## src/rtl/sdram_pkg.sv

```systemverilog
// Shared definitions for the SDRAM controller front end: arbiter states,
// default bus widths and the controller command encodings.
package sdram_pkg;

  localparam int ADDR_W_DEF = 23;
  localparam int DATA_W_DEF = 16;

  typedef enum logic [1:0] {
    ST_IDLE,
    ST_ISSUE,
    ST_WAIT_DONE,
    ST_RELEASE
  } arb_state_e;

  typedef enum logic [1:0] {
    CMD_NOP   = 2'b00,
    CMD_READ  = 2'b01,
    CMD_WRITE = 2'b10
  } mem_cmd_e;

  function automatic mem_cmd_e cmd_from_we(input logic we);
    return we ? CMD_WRITE : CMD_READ;
  endfunction

endpackage

```

## src/rtl/sdram_arbiter_if.sv

```systemverilog
// Requester ports plus the controller bus side of the SDRAM arbiter.
// slave = arbiter view, master = requesters/controller view.
interface sdram_arbiter_if
  import sdram_pkg::*;
#(
  parameter int NUM_REQ = 4,
  parameter int ADDR_W  = ADDR_W_DEF,
  parameter int DATA_W  = DATA_W_DEF
);
  localparam int IW = $clog2(NUM_REQ);

  logic [NUM_REQ-1:0]             req_valid;
  logic [NUM_REQ-1:0]             req_we;
  logic [NUM_REQ-1:0][ADDR_W-1:0] req_addr;
  logic [NUM_REQ-1:0][DATA_W-1:0] req_wdata;
  logic [NUM_REQ-1:0]             req_ack;
  logic [DATA_W-1:0]              resp_rdata;

  logic [ADDR_W-1:0]              mem_addr;
  logic                           mem_wrreq;
  logic                           mem_rereq;
  logic [DATA_W-1:0]              mem_wdata;
  logic [DATA_W-1:0]              mem_rdata;
  logic                           mem_busy;
  logic                           mem_done;

  logic [IW-1:0]                  grant_id;
  logic                           timeout_err;

  modport slave (
    input  req_valid, req_we, req_addr, req_wdata,
           mem_rdata, mem_busy, mem_done,
    output req_ack, resp_rdata, mem_addr, mem_wrreq, mem_rereq, mem_wdata,
           grant_id, timeout_err
  );

  modport master (
    output req_valid, req_we, req_addr, req_wdata,
           mem_rdata, mem_busy, mem_done,
    input  req_ack, resp_rdata, mem_addr, mem_wrreq, mem_rereq, mem_wdata,
           grant_id, timeout_err
  );

endinterface

```

## src/rtl/sdram_arbiter_rr_pick.sv

```systemverilog
// Combinational round-robin picker: first requesting port after last_i,
// wrapping, so the previous winner has the lowest priority.
module rr_pick #(
  parameter int NUM_REQ = 4,
  parameter int IW      = $clog2(NUM_REQ)
) (
  input  logic [NUM_REQ-1:0] req_i,
  input  logic [IW-1:0]      last_i,
  output logic               valid_o,
  output logic [IW-1:0]      idx_o
);

  logic [NUM_REQ-1:0] rot;
  logic [IW-1:0]      off;
  logic [IW:0]        sum;

  // rot[k] is the request of port (last_i + 1 + k) mod NUM_REQ
  assign rot = NUM_REQ'({req_i, req_i} >> ({1'b0, last_i} + 1'b1));

  always_comb begin
    valid_o = 1'b0;
    off     = '0;
    for (int k = NUM_REQ - 1; k >= 0; k--) begin
      if (rot[k]) begin
        valid_o = 1'b1;
        off     = IW'(k);
      end
    end
    sum = {1'b0, last_i} + (IW+1)'(1) + {1'b0, off};
    if (sum >= (IW+1)'(NUM_REQ)) sum = sum - (IW+1)'(NUM_REQ);
    idx_o = sum[IW-1:0];
  end

endmodule

```

## src/rtl/sdram_arbiter.sv

```systemverilog
// Round-robin arbiter sharing one single-access SDRAM controller between
// NUM_REQ requesters, with per-access completion timeout.
module sdram_arbiter
  import sdram_pkg::*;
#(
  parameter int NUM_REQ = 4,
  parameter int ADDR_W  = ADDR_W_DEF,
  parameter int DATA_W  = DATA_W_DEF,
  parameter int TIMEOUT = 64
) (
  input  logic            clk,
  input  logic            rst,
  sdram_arbiter_if.slave  bus
);

  localparam int IW = $clog2(NUM_REQ);
  localparam int CW = $clog2(TIMEOUT + 1);

  typedef struct packed {
    logic              we;
    logic [ADDR_W-1:0] addr;
    logic [DATA_W-1:0] wdata;
  } req_t;

  arb_state_e         state_q, state_d;
  req_t               lat_q, lat_d;
  logic [IW-1:0]      grant_q, grant_d;
  logic [IW-1:0]      last_q, last_d;
  logic [CW-1:0]      cnt_q, cnt_d;
  logic               done_q;
  logic               wrreq_q, wrreq_d;
  logic               rereq_q, rereq_d;
  logic [ADDR_W-1:0]  maddr_q, maddr_d;
  logic [DATA_W-1:0]  mwdata_q, mwdata_d;
  logic [NUM_REQ-1:0] ack_q, ack_d;
  logic [DATA_W-1:0]  rdata_q, rdata_d;
  logic               err_q, err_d;

  logic               pick_vld;
  logic [IW-1:0]      pick_idx;
  logic               done_rise;
  mem_cmd_e           cmd;

  rr_pick #(.NUM_REQ(NUM_REQ), .IW(IW)) u_pick (
    .req_i   (bus.req_valid),
    .last_i  (last_q),
    .valid_o (pick_vld),
    .idx_o   (pick_idx)
  );

  // mem_done is a long level; only its first sampled cycle completes an access
  assign done_rise = bus.mem_done & ~done_q;

  always_comb begin
    state_d  = state_q;
    lat_d    = lat_q;
    grant_d  = grant_q;
    last_d   = last_q;
    cnt_d    = cnt_q;
    wrreq_d  = wrreq_q;
    rereq_d  = rereq_q;
    maddr_d  = maddr_q;
    mwdata_d = mwdata_q;
    ack_d    = '0;
    rdata_d  = rdata_q;
    err_d    = err_q;
    cmd      = CMD_NOP;

    unique case (state_q)
      ST_IDLE: begin
        if (pick_vld && !bus.mem_busy) begin
          lat_d   = '{we:    bus.req_we[pick_idx],
                      addr:  bus.req_addr[pick_idx],
                      wdata: bus.req_wdata[pick_idx]};
          grant_d = pick_idx;
          cnt_d   = '0;
          state_d = ST_ISSUE;
        end
      end
      ST_ISSUE: begin
        cmd      = cmd_from_we(lat_q.we);
        wrreq_d  = (cmd == CMD_WRITE);
        rereq_d  = (cmd == CMD_READ);
        maddr_d  = lat_q.addr;
        mwdata_d = lat_q.wdata;
        cnt_d    = cnt_q + 1'b1;
        state_d  = ST_WAIT_DONE;
      end
      ST_WAIT_DONE: begin
        if (cnt_q != CW'(TIMEOUT)) cnt_d = cnt_q + 1'b1;
        if (done_rise) begin
          rdata_d        = bus.mem_rdata;
          ack_d[grant_q] = 1'b1;
          wrreq_d        = 1'b0;
          rereq_d        = 1'b0;
          last_d         = grant_q;
          state_d        = ST_RELEASE;
        end else if (cnt_q == CW'(TIMEOUT)) begin
          err_d          = 1'b1;
          rdata_d        = '0;
          ack_d[grant_q] = 1'b1;
          wrreq_d        = 1'b0;
          rereq_d        = 1'b0;
          last_d         = grant_q;
          state_d        = ST_RELEASE;
        end
      end
      ST_RELEASE: begin
        if (!bus.mem_done && !bus.mem_busy) state_d = ST_IDLE;
      end
      default: state_d = ST_IDLE;
    endcase
  end

  always_ff @(posedge clk or posedge rst) begin
    if (rst) begin
      state_q  <= ST_IDLE;
      lat_q    <= '0;
      grant_q  <= '0;
      last_q   <= IW'(NUM_REQ - 1);
      cnt_q    <= '0;
      done_q   <= 1'b0;
      wrreq_q  <= 1'b0;
      rereq_q  <= 1'b0;
      maddr_q  <= '0;
      mwdata_q <= '0;
      ack_q    <= '0;
      rdata_q  <= '0;
      err_q    <= 1'b0;
    end else begin
      state_q  <= state_d;
      lat_q    <= lat_d;
      grant_q  <= grant_d;
      last_q   <= last_d;
      cnt_q    <= cnt_d;
      done_q   <= bus.mem_done;
      wrreq_q  <= wrreq_d;
      rereq_q  <= rereq_d;
      maddr_q  <= maddr_d;
      mwdata_q <= mwdata_d;
      ack_q    <= ack_d;
      rdata_q  <= rdata_d;
      err_q    <= err_d;
    end
  end

  assign bus.req_ack     = ack_q;
  assign bus.resp_rdata  = rdata_q;
  assign bus.mem_addr    = maddr_q;
  assign bus.mem_wrreq   = wrreq_q;
  assign bus.mem_rereq   = rereq_q;
  assign bus.mem_wdata   = mwdata_q;
  assign bus.grant_id    = grant_q;
  assign bus.timeout_err = err_q;

endmodule

```

## src/flat_wrapper.sv

```systemverilog
// flat-port wrapper written by rule: the top's interface ports become plain ports
module sdram_arbiter_flat import sdram_pkg::*;
#(
  parameter int NUM_REQ = 4,
  parameter int ADDR_W  = ADDR_W_DEF,
  parameter int DATA_W  = DATA_W_DEF,
  parameter int TIMEOUT = 64
)
  (clk, rst, bus_req_valid, bus_req_we, bus_req_addr, bus_req_wdata, bus_mem_rdata, bus_mem_busy, bus_mem_done, bus_req_ack, bus_resp_rdata, bus_mem_addr, bus_mem_wrreq, bus_mem_rereq, bus_mem_wdata, bus_grant_id, bus_timeout_err);
  sdram_arbiter_if #(.NUM_REQ(NUM_REQ), .ADDR_W(ADDR_W), .DATA_W(DATA_W)) bus_i ();
  input  logic clk;
  input  logic rst;
  input wire logic [$bits(bus_i.req_valid)-1:0] bus_req_valid;
  input wire logic [$bits(bus_i.req_we)-1:0] bus_req_we;
  input wire logic [$bits(bus_i.req_addr)-1:0] bus_req_addr;
  input wire logic [$bits(bus_i.req_wdata)-1:0] bus_req_wdata;
  input wire logic [$bits(bus_i.mem_rdata)-1:0] bus_mem_rdata;
  input wire logic [$bits(bus_i.mem_busy)-1:0] bus_mem_busy;
  input wire logic [$bits(bus_i.mem_done)-1:0] bus_mem_done;
  output wire logic [$bits(bus_i.req_ack)-1:0] bus_req_ack;
  output wire logic [$bits(bus_i.resp_rdata)-1:0] bus_resp_rdata;
  output wire logic [$bits(bus_i.mem_addr)-1:0] bus_mem_addr;
  output wire logic [$bits(bus_i.mem_wrreq)-1:0] bus_mem_wrreq;
  output wire logic [$bits(bus_i.mem_rereq)-1:0] bus_mem_rereq;
  output wire logic [$bits(bus_i.mem_wdata)-1:0] bus_mem_wdata;
  output wire logic [$bits(bus_i.grant_id)-1:0] bus_grant_id;
  output wire logic [$bits(bus_i.timeout_err)-1:0] bus_timeout_err;
  assign bus_i.req_valid = bus_req_valid;
  assign bus_i.req_we = bus_req_we;
  assign bus_i.req_addr = bus_req_addr;
  assign bus_i.req_wdata = bus_req_wdata;
  assign bus_i.mem_rdata = bus_mem_rdata;
  assign bus_i.mem_busy = bus_mem_busy;
  assign bus_i.mem_done = bus_mem_done;
  assign bus_req_ack = bus_i.req_ack;
  assign bus_resp_rdata = bus_i.resp_rdata;
  assign bus_mem_addr = bus_i.mem_addr;
  assign bus_mem_wrreq = bus_i.mem_wrreq;
  assign bus_mem_rereq = bus_i.mem_rereq;
  assign bus_mem_wdata = bus_i.mem_wdata;
  assign bus_grant_id = bus_i.grant_id;
  assign bus_timeout_err = bus_i.timeout_err;
  sdram_arbiter #(.NUM_REQ(NUM_REQ), .ADDR_W(ADDR_W), .DATA_W(DATA_W), .TIMEOUT(TIMEOUT)) u_core (.clk(clk), .rst(rst), .bus(bus_i));
endmodule
```

## config.mk

```make
export PLATFORM = sky130hd
export DESIGN_NAME = sdram_arbiter_flat
export DESIGN_NICKNAME = d
export VERILOG_FILES = /design/src/rtl/sdram_pkg.sv /design/src/rtl/sdram_arbiter_if.sv /design/src/rtl/sdram_arbiter_rr_pick.sv /design/src/rtl/sdram_arbiter.sv /design/src/flat_wrapper.sv
export SDC_FILE = /design/constraint.sdc
export NUM_CORES = 1
export LEC_CHECK = 0
export CAP_MARGIN = 5
export CORE_ASPECT_RATIO = 0.6
export CORE_MARGIN = 2
export CORE_UTILIZATION = 46
export DETAILED_ROUTE_END_ITERATION = 16
export PLACE_DENSITY_LB_ADDON = 0.3
export SETUP_SLACK_MARGIN = 0.5
export SLEW_MARGIN = 0
export SYNTH_ARGS = -nofsm -noshare
export SYNTH_HDL_FRONTEND = slang
export SYNTH_HIERARCHICAL = 1
export SYNTH_SLANG_ARGS = --single-unit
```

## constraint.sdc

```tcl
create_clock -name clk -period 6.3 [get_ports clk]
set_input_delay 0.945 -clock clk [delete_from_list [all_inputs] [get_ports clk]]
set_output_delay 0.945 -clock clk [all_outputs]
set_load 0.05 [all_outputs]
```

==> report_table.html, run 1 <==
<table>
<tr><th>Metric</th><th>Value</th></tr>
<tr><th colspan="2">Status</th></tr>
<tr><td>Run status</td><td>completed</td></tr>
<tr><th colspan="2">Yosys</th></tr>
<tr><td>Part of the Yosys area used for sequential elements</td><td>51.3%</td></tr>
<tr><td>Top_reg_cell synth</td><td>dfrtp_1</td></tr>
<tr><td>Count of state elements after synthesis</td><td>116</td></tr>
<tr><td>Share of synthesized area spent on multiplexers</td><td>33.1%</td></tr>
<tr><td>Post-synthesis adder-cell area fraction</td><td>1.99%</td></tr>
<tr><td>Number of nets in the synthesized netlist</td><td>573</td></tr>
<tr><td>Area fraction in compound gates after synthesis</td><td>5.79%</td></tr>
<tr><td>Number of enable-type register cells in the synthesized netlist</td><td>0</td></tr>
<tr><td>Combinational family with the most area after synthesis</td><td>multiplexers</td></tr>
<tr><td>Number of warning messages in the yosys log</td><td>6</td></tr>
<tr><td>Synth Area in Simple Gates</td><td>4.53%</td></tr>
<tr><td>Async SR Flop Fraction</td><td>100%</td></tr>
<tr><td>Post-synthesis cell count</td><td>380</td></tr>
<tr><td>Mapped cell area</td><td>5660 um^2</td></tr>
<tr><td>Xor and xnor fraction of the mapped netlist area</td><td>0.310%</td></tr>
<tr><td>Syn avg cell area</td><td>14.9 um^2</td></tr>
<tr><td>Unique cell type count in the Yosys netlist</td><td>43</td></tr>
<tr><th colspan="2">Route</th></tr>
<tr><td>Total Routed Length</td><td>15300 um</td></tr>
<tr><td>Remaining antenna violation count after routing</td><td>0</td></tr>
<tr><td>Residual DRC</td><td>0</td></tr>
<tr><td>Vias per inst</td><td>5.34</td></tr>
<tr><td>First-pass detailed-route iteration total</td><td>4</td></tr>
<tr><td>DRC violation total after the first TritonRoute iteration</td><td>133</td></tr>
<tr><td>Mean routed wirelength per cell</td><td>19.1 um</td></tr>
<tr><td>Total via count after detailed routing</td><td>4292</td></tr>
<tr><th colspan="2">Worst setup path</th></tr>
<tr><td>Slowest Stage Delay on Critical Path</td><td>0.68 ns</td></tr>
<tr><td>Kind of start point of the critical path</td><td>input pin</td></tr>
<tr><td>Data arrival time at the worst-slack endpoint</td><td>4.35 ns</td></tr>
<tr><td>Type of element capturing the critical path</td><td>flip-flop</td></tr>
<tr><td>Data required time at the worst endpoint</td><td>6.58 ns</td></tr>
<tr><td>Kind of cell with the highest combined delay on the critical path</td><td>buffers and inverters</td></tr>
<tr><td>Slowest cell on the critical path</td><td>inv_2</td></tr>
<tr><td>Maximum net fanout on the critical path</td><td>27</td></tr>
<tr><td>Cell Chain, Critical Path</td><td>clkdlybuf4s50_1 &gt; nor2b_1 &gt; a21oi_1 &gt; o22ai_1 &gt; o21ai_0 &gt; ha_1 &gt; inv_2 &gt; buf_4 &gt; mux4_2 &gt; mux2_2</td></tr>
<tr><td>Number of buffers and inverters on the critical path</td><td>3</td></tr>
<tr><td>Critical path type</td><td>input pin to flip-flop</td></tr>
<tr><th colspan="2">Clock tree</th></tr>
<tr><td>Max Root-Sink Buffers</td><td>2</td></tr>
<tr><td>Clock transition time at the flip-flop clock pins of the worst setup and hold paths</td><td>0.05 ns</td></tr>
<tr><td>Number of CTS-inserted buffers</td><td>17</td></tr>
<tr><td>Clk Tree Root Cell</td><td>clkbuf_16</td></tr>
<tr><td>Number of buffers inserted to repair setup after CTS</td><td>0</td></tr>
<tr><td>Deepest level of the CTS H-tree</td><td>4</td></tr>
<tr><td># clock sinks</td><td>116</td></tr>
<tr><td># resized after CTS</td><td>0</td></tr>
<tr><td>Clock network latency to the later pin of the worst-skew pair</td><td>0.40 ns</td></tr>
<tr><td>TritonCTS clock tree</td><td>yes</td></tr>
<tr><td>CTS Hold Bufs</td><td>0</td></tr>
<tr><th colspan="2">Placed design</th></tr>
<tr><td>Number of input and output port buffers inserted</td><td>247</td></tr>
<tr><td>HPWL reported at the end of detailed placement</td><td>11200 um</td></tr>
<tr><td>Routability congestion estimate from global placement</td><td>0.857</td></tr>
<tr><th colspan="2">Cells and area</th></tr>
<tr><td>Most frequent cells in the layout</td><td>clkdlybuf4s50_1, dfrtp_1, mux2_2</td></tr>
<tr><td>Number of diodes added for antenna fixing</td><td>0</td></tr>
<tr><td>Layout cell share with drive strength beyond 1</td><td>25.4%</td></tr>
<tr><td>Most common library cell in the layout ignoring fill and taps</td><td>clkdlybuf4s50_1</td></tr>
<tr><td>Fraction of the core area covered by cells at the end of the flow</td><td>73.5%</td></tr>
<tr><td>Area grow syn2layout</td><td>56.1%</td></tr>
<tr><td>Net count reported at finish</td><td>819</td></tr>
<tr><th colspan="2">Die</th></tr>
<tr><td>Chip Height</td><td>89.9 um</td></tr>
<tr><td>Area of the placeable core</td><td>12000 um^2</td></tr>
<tr><td>X dimension of the die</td><td>147 um</td></tr>
<tr><td>Full die area</td><td>13200 um^2</td></tr>
<tr><td>Standard-cell rows</td><td>31</td></tr>
<tr><td>Boundary Pins</td><td>248</td></tr>
<tr><td>Starting density of the core</td><td>47.1%</td></tr>
<tr><th colspan="2">Power and ir drop</th></tr>
<tr><td>Sw Pwr</td><td>2.12 mW</td></tr>
<tr><td>Ratio of total power to cell area</td><td>587 nW/um^2</td></tr>
<tr><td>Pleak</td><td>3.63 nW</td></tr>
<tr><td>Switching power as a share of total power</td><td>40.8%</td></tr>
<tr><td>Internal power</td><td>3.07 mW</td></tr>
<tr><td>Power share of the sequential group</td><td>25.6%</td></tr>
<tr><td>Power share of the clock group</td><td>17.4%</td></tr>
<tr><td>Worst supply voltage drop on vdd</td><td>0.000400 V</td></tr>
<tr><td>Share of power burned in combinational logic</td><td>57.0%</td></tr>
<tr><th colspan="2">Timing</th></tr>
<tr><td>Final hold violation count</td><td>0</td></tr>
<tr><td>Rel. slew slack</td><td>31.0%</td></tr>
<tr><td>Setup-violating endpoint count in the final report</td><td>0</td></tr>
<tr><td>Final critical-path share of the clock period</td><td>64.6%</td></tr>
<tr><td>Post-route minimum period</td><td>4.07 ns</td></tr>
<tr><td>Final number of max-transition violations</td><td>0</td></tr>
<tr><td>Upper clock frequency limit</td><td>0.246 GHz</td></tr>
<tr><td>Setup_tns</td><td>0 ns</td></tr>
<tr><td>Worst Max-Slew Pin Slew</td><td>1.04 ns</td></tr>
<tr><td>Clock Skew</td><td>0.0101 ns</td></tr>
<tr><td>Setup repair after global routing missed its margin</td><td>no</td></tr>
<tr><th colspan="2">GRT</th></tr>
<tr><td>Pin count of the biggest net entering global routing</td><td>70</td></tr>
<tr><td>Antenna violations before repair</td><td>0</td></tr>
<tr><td>GRT Overall Usage</td><td>23.8%</td></tr>
<tr><td>Remaining Overflow, GRT</td><td>0</td></tr>
<tr><td>Via count of the first global-routing pass</td><td>4633</td></tr>
<tr><td>Global-route wire length before repair</td><td>24400 um</td></tr>
<tr><th colspan="2">Job</th></tr>
<tr><td>Max cap viols</td><td>0</td></tr>
<tr><th colspan="2">Hold path</th></tr>
<tr><td>Path type of the worst min-delay path</td><td>flip-flop to flip-flop</td></tr>
</table>
[routing by layer]
metal	vias up	routed length, um	global-route usage, %
li1	1936	-	-
met1	2149	6150	29.1
met2	188	7730	40.7
met3	19	1230	7.66
met4	0	219	7.13
met5	-	0	0
[synth_stat cells, types with 2 or more instances]
master	instances	share of area (%)
dfrtp_1	114	50
mux2_2	81	16
mux4_2	40	16
a22o_1	16	2.5
inv_1	14	0.93
nand2_1	12	0.80
clkbuf_1	10	0.66
ha_1	9	2.0
buf_2	8	0.71
nand3_1	7	0.62
nor2_1	7	0.46
buf_1	6	0.40
mux2i_1	5	0.88
nand2b_1	5	0.55
nor3_1	4	0.35
o21ai_0	4	0.35
a32o_1	3	0.53
o2bb2ai_1	3	0.46
a21oi_1	2	0.18
dfstp_2	2	0.93
nor2b_1	2	0.22
o211ai_1	2	0.27
o21ai_1	2	0.18
o22ai_1	2	0.22
xnor2_1	2	0.31
[sequential cells by signal, indices dropped and copies added (netlist names)]
name                    flops
u_core/state_q              2
u_core/bus.mem_wdata       16
u_core/bus.resp_rdata      16
u_core/bus.req_ack          4
u_core/done_q               1
u_core/cnt_q                7
u_core/bus.mem_wrreq        1
u_core/lat_q               40
u_core/bus.grant_id         2
u_core/bus.mem_addr        23
u_core/last_q               2
u_core/bus.mem_rereq        1
u_core/bus.timeout_err      1
[worst paths after layout]
check                                      start                   end  slack (ns)  cells past startpoint
worst min-delay path            u_core/lat_q[39]  u_core/bus.mem_rereq        0.47                      1
min in group asynchronous                    rst      u_core/lat_q[15]        0.99                      2
worst min register to register  u_core/lat_q[39]  u_core/bus.mem_rereq        0.47                      1
worst max register to register  u_core/last_q[1]       u_core/lat_q[0]        2.74                      8
worst max-delay path            bus_req_valid[3]       u_core/lat_q[0]        2.23                     10
max in group asynchronous                    rst       u_core/cnt_q[3]        4.01                      3
[power groups by stage]
stage          clock network (mW)  logic, mW  registers (mW)
2_1_floorplan                   0       1.48            1.96
3_3_place_gp                    0       2.89            1.31
3_5_place_dp                    0       2.97            1.33
4_1_cts                     0.924       2.98            1.33
5_1_grt                     0.962       3.13            1.38
6_report                    0.904       2.96            1.33
[per-stage QoR]
step / instances / cell area, um^2 / power, mW / hold WS, ns / setup slack (ns)
6_report: 804 / 8830 / 5.19 / 0.471 / 2.23
3_3_place_gp: 772 / 8280 / 4.20 / 0.466 / 1.98
3_5_place_dp: 772 / 8280 / 4.30 / 0.471 / 1.80
2_1_floorplan: 380 / 5660 / 3.44 / 0.431 / 2.29
4_1_cts: 804 / 8830 / 5.24 / 0.479 / 2.23
5_1_grt: 804 / 8830 / 5.47 / 0.501 / 2.00
[final cells by class]
cell class	count	area, um^2
multi-input combinational	225	2600
clock inverter	10	113
fill	776	3190
timing repair buffer	252	2510
clock buffer	22	444
tap	165	206
inverter	14	55.1
sequential	116	2910
[cell families (layout without fill, tap and decap cells)]
logic type / count (synthesis) / count (layout)
XOR/XNOR: 2 / 2
adder cells (fa/ha/maj): 9 / 9
AO/OA/AOI/OAI: 41 / 41
AND/OR/NAND/NOR: 46 / 46
flip-flops: 116 / 116
buffers and inverters: 39 / 298
multiplexers: 127 / 127
(Power assumes the default switching activity.)
==> run 2, diff against run 1 <==
Settings changed: CORE_UTILIZATION 46 to 43.
Clock period 6.3 ns to 3.8 ns, I/O delays scaled along.
==> run 2 against run 1 <==
Combinational power rose by 68%. Flip-flop and latch count did not move. Clock power up 70%. Cell count increased by 0.75%. Core utilization is 4.1 points lower. Largest power group unchanged. Non-clock buffer count up 2. Global-route usage down 2.1 points. First-iteration DRC count up 9.8%.
==> report_table.html, run 2 (synthesis results as in run 1) <==
<table>
<tr><th>Metric</th><th>Value</th></tr>
<tr><th colspan="2">Die</th></tr>
<tr><td>Full die area</td><td>14100 um^2 (was 13200 um^2)</td></tr>
<tr><td>Standard-cell rows</td><td>32 (was 31)</td></tr>
<tr><td>Starting density of the core</td><td>44.0% (was 47.1%)</td></tr>
<tr><td>Boundary Pins</td><td>248 (unchanged)</td></tr>
<tr><td>Area of the placeable core</td><td>12900 um^2 (was 12000 um^2)</td></tr>
<tr><td>X dimension of the die</td><td>152 um (was 147 um)</td></tr>
<tr><td>Chip Height</td><td>92.9 um (was 89.9 um)</td></tr>
<tr><th colspan="2">Worst setup path</th></tr>
<tr><td>Data required time at the worst endpoint</td><td>4.08 ns (was 6.58 ns)</td></tr>
<tr><td>Worst setup path start</td><td>bus_req_valid[3] (unchanged)</td></tr>
<tr><td>Reg2Reg Depth</td><td>9 (was 8)</td></tr>
<tr><td>Worst setup path end</td><td>u_core/lat_q[19] (was u_core/lat_q[0])</td></tr>
<tr><td>Slowest cell on the critical path</td><td>clkdlybuf4s50_1 (was inv_2)</td></tr>
<tr><td>Kind of start point of the critical path</td><td>input pin (unchanged)</td></tr>
<tr><td>Cell Chain, Critical Path</td><td>clkdlybuf4s50_1 &gt; nand2_1 &gt; a21oi_1 &gt; o22ai_1 &gt; o21ai_0 &gt; ha_1 &gt; inv_2 &gt; buf_12 &gt; mux4_2 &gt; mux2_2 (was clkdlybuf4s50_1 &gt; nor2b_1 &gt; a21oi_1 &gt; o22ai_1 &gt; o21ai_0 &gt; ha_1 &gt; inv_2 &gt; buf_4 &gt; mux4_2 &gt; mux2_2)</td></tr>
<tr><td>Slowest Stage Delay on Critical Path</td><td>0.62 ns (was 0.68 ns)</td></tr>
<tr><td>Type of element capturing the critical path</td><td>flip-flop (unchanged)</td></tr>
<tr><td>Worst r2r dst</td><td>u_core/lat_q[19] (was u_core/lat_q[0])</td></tr>
<tr><td>Worst reg2reg path startpoint</td><td>u_core/last_q[1] (unchanged)</td></tr>
<tr><td>Data arrival time at the worst-slack endpoint</td><td>3.28 ns (was 4.35 ns)</td></tr>
<tr><td>Flop-to-flop setup slack</td><td>0.97 ns (was 2.74 ns)</td></tr>
<tr><td>Maximum net fanout on the critical path</td><td>41 (was 27)</td></tr>
<tr><td>Critical path type</td><td>input pin to flip-flop (unchanged)</td></tr>
<tr><th colspan="2">Placed design</th></tr>
<tr><td>Routability congestion estimate from global placement</td><td>0.818 (was 0.857)</td></tr>
<tr><td>Worst setup slack before clock tree synthesis</td><td>0.402 ns (was 1.80 ns)</td></tr>
<tr><td>HPWL reported at the end of detailed placement</td><td>11100 um (was 11200 um)</td></tr>
<tr><td>Number of placed instances, taps included</td><td>779 (was 772)</td></tr>
<tr><td>Number of input and output port buffers inserted</td><td>247 (unchanged)</td></tr>
<tr><td>Placed cell area</td><td>8340 um^2 (was 8280 um^2)</td></tr>
<tr><th colspan="2">GRT</th></tr>
<tr><td>Via count of the first global-routing pass</td><td>4478 (was 4633)</td></tr>
<tr><td>Remaining Overflow, GRT</td><td>0 (unchanged)</td></tr>
<tr><td>Antenna violations before repair</td><td>0 (unchanged)</td></tr>
<tr><td>GRT Overall Usage</td><td>21.7% (was 23.8%)</td></tr>
<tr><td>Pin count of the biggest net entering global routing</td><td>77 (was 70)</td></tr>
<tr><td>Global-route wire length before repair</td><td>23600 um (was 24400 um)</td></tr>
<tr><th colspan="2">Hold path</th></tr>
<tr><td>Path type of the worst min-delay path</td><td>flip-flop to flip-flop (unchanged)</td></tr>
<tr><th colspan="2">Timing</th></tr>
<tr><td>Rel. slew slack</td><td>34.2% (was 31.0%)</td></tr>
<tr><td>Upper clock frequency limit</td><td>0.333 GHz</td></tr>
<tr><td>Post-route setup slack</td><td>0.801 ns (was 2.23 ns)</td></tr>
<tr><td>Setup_tns</td><td>0 ns (unchanged)</td></tr>
<tr><td>Final critical-path share of the clock period</td><td>78.9%</td></tr>
<tr><td>Final number of max-transition violations</td><td>0 (unchanged)</td></tr>
<tr><td>Setup-violating endpoint count in the final report</td><td>0 (unchanged)</td></tr>
<tr><td>Post-route minimum period</td><td>3.00 ns</td></tr>
<tr><td>Worst Max-Slew Pin Slew</td><td>0.986 ns (was 1.04 ns)</td></tr>
<tr><td>Setup repair after global routing missed its margin</td><td>no (unchanged)</td></tr>
<tr><td>Clock Skew</td><td>0.0138 ns (was 0.0101 ns)</td></tr>
<tr><td>Final hold violation count</td><td>0 (unchanged)</td></tr>
<tr><th colspan="2">Power and ir drop</th></tr>
<tr><td>Ratio of total power to cell area</td><td>978 nW/um^2 (was 587 nW/um^2)</td></tr>
<tr><td>Pleak</td><td>3.66 nW (was 3.63 nW)</td></tr>
<tr><td>Worst supply voltage drop on vdd</td><td>0.000625 V (was 0.000400 V)</td></tr>
<tr><th colspan="2">Clock tree</th></tr>
<tr><td>Clock network latency to the later pin of the worst-skew pair</td><td>0.40 ns (about the same)</td></tr>
<tr><td># clock sinks</td><td>116 (unchanged)</td></tr>
<tr><td>CTS Hold Bufs</td><td>0 (unchanged)</td></tr>
<tr><td>Number of CTS-inserted buffers</td><td>17 (unchanged)</td></tr>
<tr><td>Clk Tree Root Cell</td><td>clkbuf_16 (unchanged)</td></tr>
<tr><td># resized after CTS</td><td>0 (unchanged)</td></tr>
<tr><td>Number of buffers inserted to repair setup after CTS</td><td>0 (unchanged)</td></tr>
<tr><td>TritonCTS clock tree</td><td>yes (unchanged)</td></tr>
<tr><td>Clock transition time at the flip-flop clock pins of the worst setup and hold paths</td><td>0.06 ns (was 0.05 ns)</td></tr>
<tr><td>Deepest level of the CTS H-tree</td><td>4 (unchanged)</td></tr>
<tr><td>Max Root-Sink Buffers</td><td>2 (unchanged)</td></tr>
<tr><th colspan="2">Route</th></tr>
<tr><td>Mean routed wirelength per cell</td><td>18.5 um (was 19.1 um)</td></tr>
<tr><td>Vias per inst</td><td>5.31 (was 5.34)</td></tr>
<tr><td>Residual DRC</td><td>0 (unchanged)</td></tr>
<tr><td>Total via count after detailed routing</td><td>4298 (was 4292)</td></tr>
<tr><td>First-pass detailed-route iteration total</td><td>4 (unchanged)</td></tr>
<tr><td>Remaining antenna violation count after routing</td><td>0 (unchanged)</td></tr>
<tr><td>DRC violation total after the first TritonRoute iteration</td><td>146 (was 133)</td></tr>
<tr><td>Total Routed Length</td><td>15000 um (was 15300 um)</td></tr>
<tr><th colspan="2">Cells and area</th></tr>
<tr><td>Layout cell share with drive strength beyond 1</td><td>26.3% (was 25.4%)</td></tr>
<tr><td>Largest register by flop count</td><td>u_core/lat_q (unchanged)</td></tr>
<tr><td>Net count reported at finish</td><td>821 (was 819)</td></tr>
<tr><td>Non-Filler Instances</td><td>810 (was 804)</td></tr>
<tr><td>Final design instance area without fill</td><td>8920 um^2 (was 8830 um^2)</td></tr>
<tr><td>Area grow syn2layout</td><td>57.6% (was 56.1%)</td></tr>
<tr><td>Most frequent cells in the layout</td><td>clkdlybuf4s50_1, dfrtp_1, mux2_2 (unchanged)</td></tr>
<tr><td>Largest register FFs</td><td>40 (unchanged)</td></tr>
<tr><td>Number of diodes added for antenna fixing</td><td>0 (unchanged)</td></tr>
<tr><td>Fraction of the core area covered by cells at the end of the flow</td><td>69.4% (was 73.5%)</td></tr>
<tr><td>Most common library cell in the layout ignoring fill and taps</td><td>clkdlybuf4s50_1 (unchanged)</td></tr>
<tr><th colspan="2">Status</th></tr>
<tr><td>Run status</td><td>completed (unchanged)</td></tr>
<tr><th colspan="2">Job</th></tr>
<tr><td>Max cap viols</td><td>0 (unchanged)</td></tr>
</table>
==> run 2: worst max-delay path, delay by kind of cell <==
kind / cells / cell delay, ns
adder cells (fa/ha/maj): 1 / 0.27
multiplexers: 2 / 0.85
buffers and inverters: 3 / 1.00
AND/OR/NAND/NOR: 1 / 0.12
AO/OA/AOI/OAI: 3 / 0.45
==> run 2: routing by layer <==
metal	wire (um)	global-route usage (%)
met5	0	0
met1	6360	27.6
met3	999	6.83
met2	7530	35.9
met4	124	6.78
==> run 2: worst min-delay path by stage <==
stage,startpoint,to,slack [ns],depth (start not counted)
after floorplan,u_core/lat_q[39],u_core/bus.mem_rereq,0.43,1
after global placement,u_core/lat_q[39],u_core/bus.mem_rereq,0.45,1
after detailed placement,u_core/bus.timeout_err,u_core/bus.timeout_err,0.47,1
final,u_core/bus.timeout_err,u_core/bus.timeout_err,0.49,1
after global routing,u_core/bus.timeout_err,u_core/bus.timeout_err,0.51,1
after CTS,u_core/bus.timeout_err,u_core/bus.timeout_err,0.49,1
==> run 2: layout make-up <==
| class | count | area (um^2) |
|---|---|---|
| clock buffers | 17 | 425 |
| clock inverters | 14 | 155 |
| flip-flops and latches | 116 | 2910 |
| inverters | 14 | 56.3 |
| well taps | 170 | 213 |
| fillers | 926 | 3940 |
| multi-input cells | 225 | 2600 |
| repair buffers | 254 | 2560 |
==> run 2: power by group <==
group          leakage, nW  internal [mW]  switching (mW)  total, mW
Clock                0.269          0.969           0.576       1.54
Sequential            1.41           1.84           0.351       2.19
Combinational         1.98           2.36            2.62       4.98
==> run 2: stage by stage <==
stage / hold WS [ns] / total power, mW
finish: 0.487 / 8.72
floorplan: 0.431 / 5.70
detailed placement: 0.470 / 7.24
global route: 0.505 / 9.18
CTS: 0.491 / 8.83
global placement: 0.453 / 7.10
==> run 3, diff against run 2 <==
Clock period 3.8 ns to 2.9 ns, I/O delays scaled along.
==> run 3 against run 2 <==
Via count is 2.2% higher. Clock-buffer cell count is 2 higher. Register-to-register slack worse by 0.82 ns. Flip-flop and latch count stayed put. Sequential share of layout area is 1.2 points lower. Critical path type is now flip-flop to flip-flop. Largest cell class unchanged. Largest power group unchanged.
==> report_table.html, run 3 (synthesis results as in run 1) <==
<table>
<tr><th>Metric</th><th>Value</th></tr>
<tr><th colspan="2">Status</th></tr>
<tr><td>Run status</td><td>completed (unchanged)</td></tr>
<tr><th colspan="2">Clock tree</th></tr>
<tr><td>Deepest level of the CTS H-tree</td><td>4 (unchanged)</td></tr>
<tr><td>TritonCTS clock tree</td><td>yes (unchanged)</td></tr>
<tr><td>CTS Hold Bufs</td><td>0 (unchanged)</td></tr>
<tr><td>Max Root-Sink Buffers</td><td>2 (unchanged)</td></tr>
<tr><td>Clock transition time at the flip-flop clock pins of the worst setup and hold paths</td><td>0.05 ns (was 0.06 ns)</td></tr>
<tr><td>Clock network latency to the later pin of the worst-skew pair</td><td>0.40 ns (about the same)</td></tr>
<tr><td># clock sinks</td><td>116 (unchanged)</td></tr>
<tr><td>Clk Tree Root Cell</td><td>clkbuf_16 (unchanged)</td></tr>
<tr><td>Number of CTS-inserted buffers</td><td>17 (unchanged)</td></tr>
<tr><th colspan="2">Route</th></tr>
<tr><td>Remaining antenna violation count after routing</td><td>0 (unchanged)</td></tr>
<tr><td>DRC violation total after the first TritonRoute iteration</td><td>161 (was 146)</td></tr>
<tr><td>First-pass detailed-route iteration total</td><td>4 (unchanged)</td></tr>
<tr><td>Vias per inst</td><td>5.28 (was 5.31)</td></tr>
<tr><td>Total Routed Length</td><td>16800 um (was 15000 um)</td></tr>
<tr><td>Total via count after detailed routing</td><td>4391 (was 4298)</td></tr>
<tr><td>Mean routed wirelength per cell</td><td>20.2 um (was 18.5 um)</td></tr>
<tr><td>Residual DRC</td><td>0 (unchanged)</td></tr>
<tr><th colspan="2">GRT</th></tr>
<tr><td>Highest-utilization routing layer at the global route stage</td><td>met2 (unchanged)</td></tr>
<tr><td>Global-route wire length before repair</td><td>25100 um (was 23600 um)</td></tr>
<tr><td>Met1 track demand over resource</td><td>28.5% (was 27.6%)</td></tr>
<tr><td>Remaining Overflow, GRT</td><td>0 (unchanged)</td></tr>
<tr><td>Pin count of the biggest net entering global routing</td><td>43 (was 77)</td></tr>
<tr><td>Antenna violations before repair</td><td>0 (unchanged)</td></tr>
<tr><td>Global-route met2 utilization</td><td>39.6% (was 35.9%)</td></tr>
<tr><td>Via count of the first global-routing pass</td><td>4711 (was 4478)</td></tr>
<tr><td>GRT Overall Usage</td><td>23.2% (was 21.7%)</td></tr>
<tr><td>Global-route met3 utilization</td><td>7.81% (was 6.83%)</td></tr>
<tr><th colspan="2">Placed design</th></tr>
<tr><td>Placed cell area</td><td>8430 um^2 (was 8340 um^2)</td></tr>
<tr><td>HPWL reported at the end of detailed placement</td><td>11700 um (was 11100 um)</td></tr>
<tr><td>Number of input and output port buffers inserted</td><td>247 (unchanged)</td></tr>
<tr><td>Routability congestion estimate from global placement</td><td>0.846 (was 0.818)</td></tr>
<tr><th colspan="2">Die</th></tr>
<tr><td>Chip Height</td><td>92.9 um (unchanged)</td></tr>
<tr><td>Standard-cell rows</td><td>32 (unchanged)</td></tr>
<tr><td>Boundary Pins</td><td>248 (unchanged)</td></tr>
<tr><td>X dimension of the die</td><td>152 um (unchanged)</td></tr>
<tr><td>Full die area</td><td>14100 um^2 (unchanged)</td></tr>
<tr><td>Area of the placeable core</td><td>12900 um^2 (unchanged)</td></tr>
<tr><td>Starting density of the core</td><td>44.0% (unchanged)</td></tr>
<tr><th colspan="2">Worst setup path</th></tr>
<tr><td>Critical path type</td><td>flip-flop to flip-flop (was input pin to flip-flop)</td></tr>
<tr><td>Kind of start point of the critical path</td><td>flip-flop (was input pin)</td></tr>
<tr><td>Flop-to-flop setup slack</td><td>0.15 ns (was 0.97 ns)</td></tr>
<tr><td>Type of element capturing the critical path</td><td>flip-flop (unchanged)</td></tr>
<tr><td>Worst reg2reg path startpoint</td><td>u_core/last_q[1] (unchanged)</td></tr>
<tr><td>Reg2Reg Depth</td><td>11 (was 9)</td></tr>
<tr><td>Data arrival time at the worst-slack endpoint</td><td>3.04 ns (was 3.28 ns)</td></tr>
<tr><td>Worst r2r dst</td><td>u_core/lat_q[33] (was u_core/lat_q[19])</td></tr>
<tr><td>Maximum net fanout on the critical path</td><td>7 (was 41)</td></tr>
<tr><td>Data required time at the worst endpoint</td><td>3.19 ns (was 4.08 ns)</td></tr>
<tr><th colspan="2">Hold path</th></tr>
<tr><td>Path type of the worst min-delay path</td><td>input pin to async pin (was flip-flop to flip-flop)</td></tr>
<tr><th colspan="2">Power and ir drop</th></tr>
<tr><td>Worst supply voltage drop on vdd</td><td>0.000942 V (was 0.000625 V)</td></tr>
<tr><td>Pwr Total</td><td>12.4 mW (was 8.72 mW)</td></tr>
<tr><td>Pleak</td><td>3.84 nW (was 3.66 nW)</td></tr>
<tr><td>Ratio of total power to cell area</td><td>1340 nW/um^2 (was 978 nW/um^2)</td></tr>
<tr><th colspan="2">Cells and area</th></tr>
<tr><td>Most frequent cells in the layout</td><td>clkdlybuf4s50_1, dfrtp_1, mux2_2 (unchanged)</td></tr>
<tr><td>Most common library cell in the layout ignoring fill and taps</td><td>clkdlybuf4s50_1 (unchanged)</td></tr>
<tr><td>Fill cell instance count of the final layout</td><td>857 (was 926)</td></tr>
<tr><td>Largest register by flop count</td><td>u_core/lat_q (unchanged)</td></tr>
<tr><td>Number of diodes added for antenna fixing</td><td>0 (unchanged)</td></tr>
<tr><td>Layout cell share with drive strength beyond 1</td><td>30.0% (was 26.3%)</td></tr>
<tr><td>Largest register FFs</td><td>40 (unchanged)</td></tr>
<tr><td>Final design instance area without fill</td><td>9250 um^2 (was 8920 um^2)</td></tr>
<tr><td>Net count reported at finish</td><td>843 (was 821)</td></tr>
<tr><td>Area grow syn2layout</td><td>63.5% (was 57.6%)</td></tr>
<tr><th colspan="2">Timing</th></tr>
<tr><td>Final hold violation count</td><td>0 (unchanged)</td></tr>
<tr><td>Post-route minimum period</td><td>2.75 ns</td></tr>
<tr><td>Setup repair after global routing missed its margin</td><td>yes (was no)</td></tr>
<tr><td>Final number of max-transition violations</td><td>0 (unchanged)</td></tr>
<tr><td>Upper clock frequency limit</td><td>0.364 GHz</td></tr>
<tr><td>Worst Max-Slew Pin Slew</td><td>0.582 ns (was 0.986 ns)</td></tr>
<tr><td>Setup-violating endpoint count in the final report</td><td>0 (unchanged)</td></tr>
<tr><td>Clock Skew</td><td>0.00856 ns (was 0.0138 ns)</td></tr>
<tr><td>Final critical-path share of the clock period</td><td>94.9%</td></tr>
<tr><td>Rel. slew slack</td><td>61.1% (was 34.2%)</td></tr>
<tr><th colspan="2">Job</th></tr>
<tr><td>Max cap viols</td><td>0 (unchanged)</td></tr>
</table>
==> run 3: changes by cell type in the layout (fill, tap and decap cells not counted), sizes merged, moves of 4 or more <==
cell    delta
clkinv     +4
buf       +19
inv        -4
clkbuf     +5
==> run 3: worst max-delay path, stage by stage (launching register included) <==
cell	delay (ns)
dfstp_2	0.58
or2b_1	0.26
o221ai_2	0.14
o21ai_1	0.11
ha_2	0.20
xnor2_2	0.21
xnor2_2	0.14
buf_6	0.18
buf_12	0.12
buf_16	0.11
mux4_2	0.31
mux2_4	0.28
==> run 3: worst max-delay path by stage <==
stage                     startpoint          endpoint  slack (ns)
floorplan           u_core/last_q[1]   u_core/lat_q[0]        0.37
global placement    bus_req_valid[0]  u_core/lat_q[27]       -0.12
detailed placement  bus_req_valid[0]  u_core/lat_q[27]       -0.22
CTS                 u_core/last_q[1]  u_core/lat_q[32]        0.20
global route        u_core/last_q[1]  u_core/lat_q[33]         0.1
finish              u_core/last_q[1]  u_core/lat_q[33]        0.15
==> run 3: layout make-up <==
class	instances	area (um^2)	share of cell area (%)
timing repair buffer	276	2890	31.2
sequential	116	2910	31.4
multi-input combinational	225	2640	28.5
clock inverter	11	87.6	0.947
inverter	14	63.8	0.690
tap	170	213	2.30
clock buffer	19	453	4.90
==> run 3: stage by stage <==
step / cells / hold slack, ns / setup slack [ns] / TNS, ns / utilization, %
after floorplan: 380 / 0.431 / 0.374 / 0 / -
after global placement: 787 / 0.443 / -0.123 / -3.29 / 65.6
after detailed placement: 787 / 0.467 / -0.216 / -6.62 / 65.6
after CTS: 826 / 0.440 / 0.203 / 0 / 71.0
after global routing: 831 / 0.469 / 0.0972 / 0 / 72.0
final: 831 / 0.439 / 0.149 / 0 / 72.0
==> run 3: power breakdown <==
part	leakage (nW)	total, mW	switching (mW)	internal, mW
Sequential	1.41	2.88	0.463	2.42
Combinational	2.17	7.58	3.79	3.79
Clock	0.266	1.91	0.713	1.20
==> run 3: metal layers <==
| metal | vias to the layer above | wire length (um) |
|---|---|---|
| met1 | 2236 | 6970 |
| met3 | 6 | 1100 |
| li1 | 1987 | - |
| met2 | 162 | 8600 |
| met5 | - | 0 |
| met4 | 0 | 101 |
==> run 3: repair_timing <==
item                                    in CTS  in global routing
resized for setup                           12                 10
pin swaps                                    2                  0
setup buffers                                7                  0
gates cloned                                 2                  5
endpoints found under the setup margin      40                 43
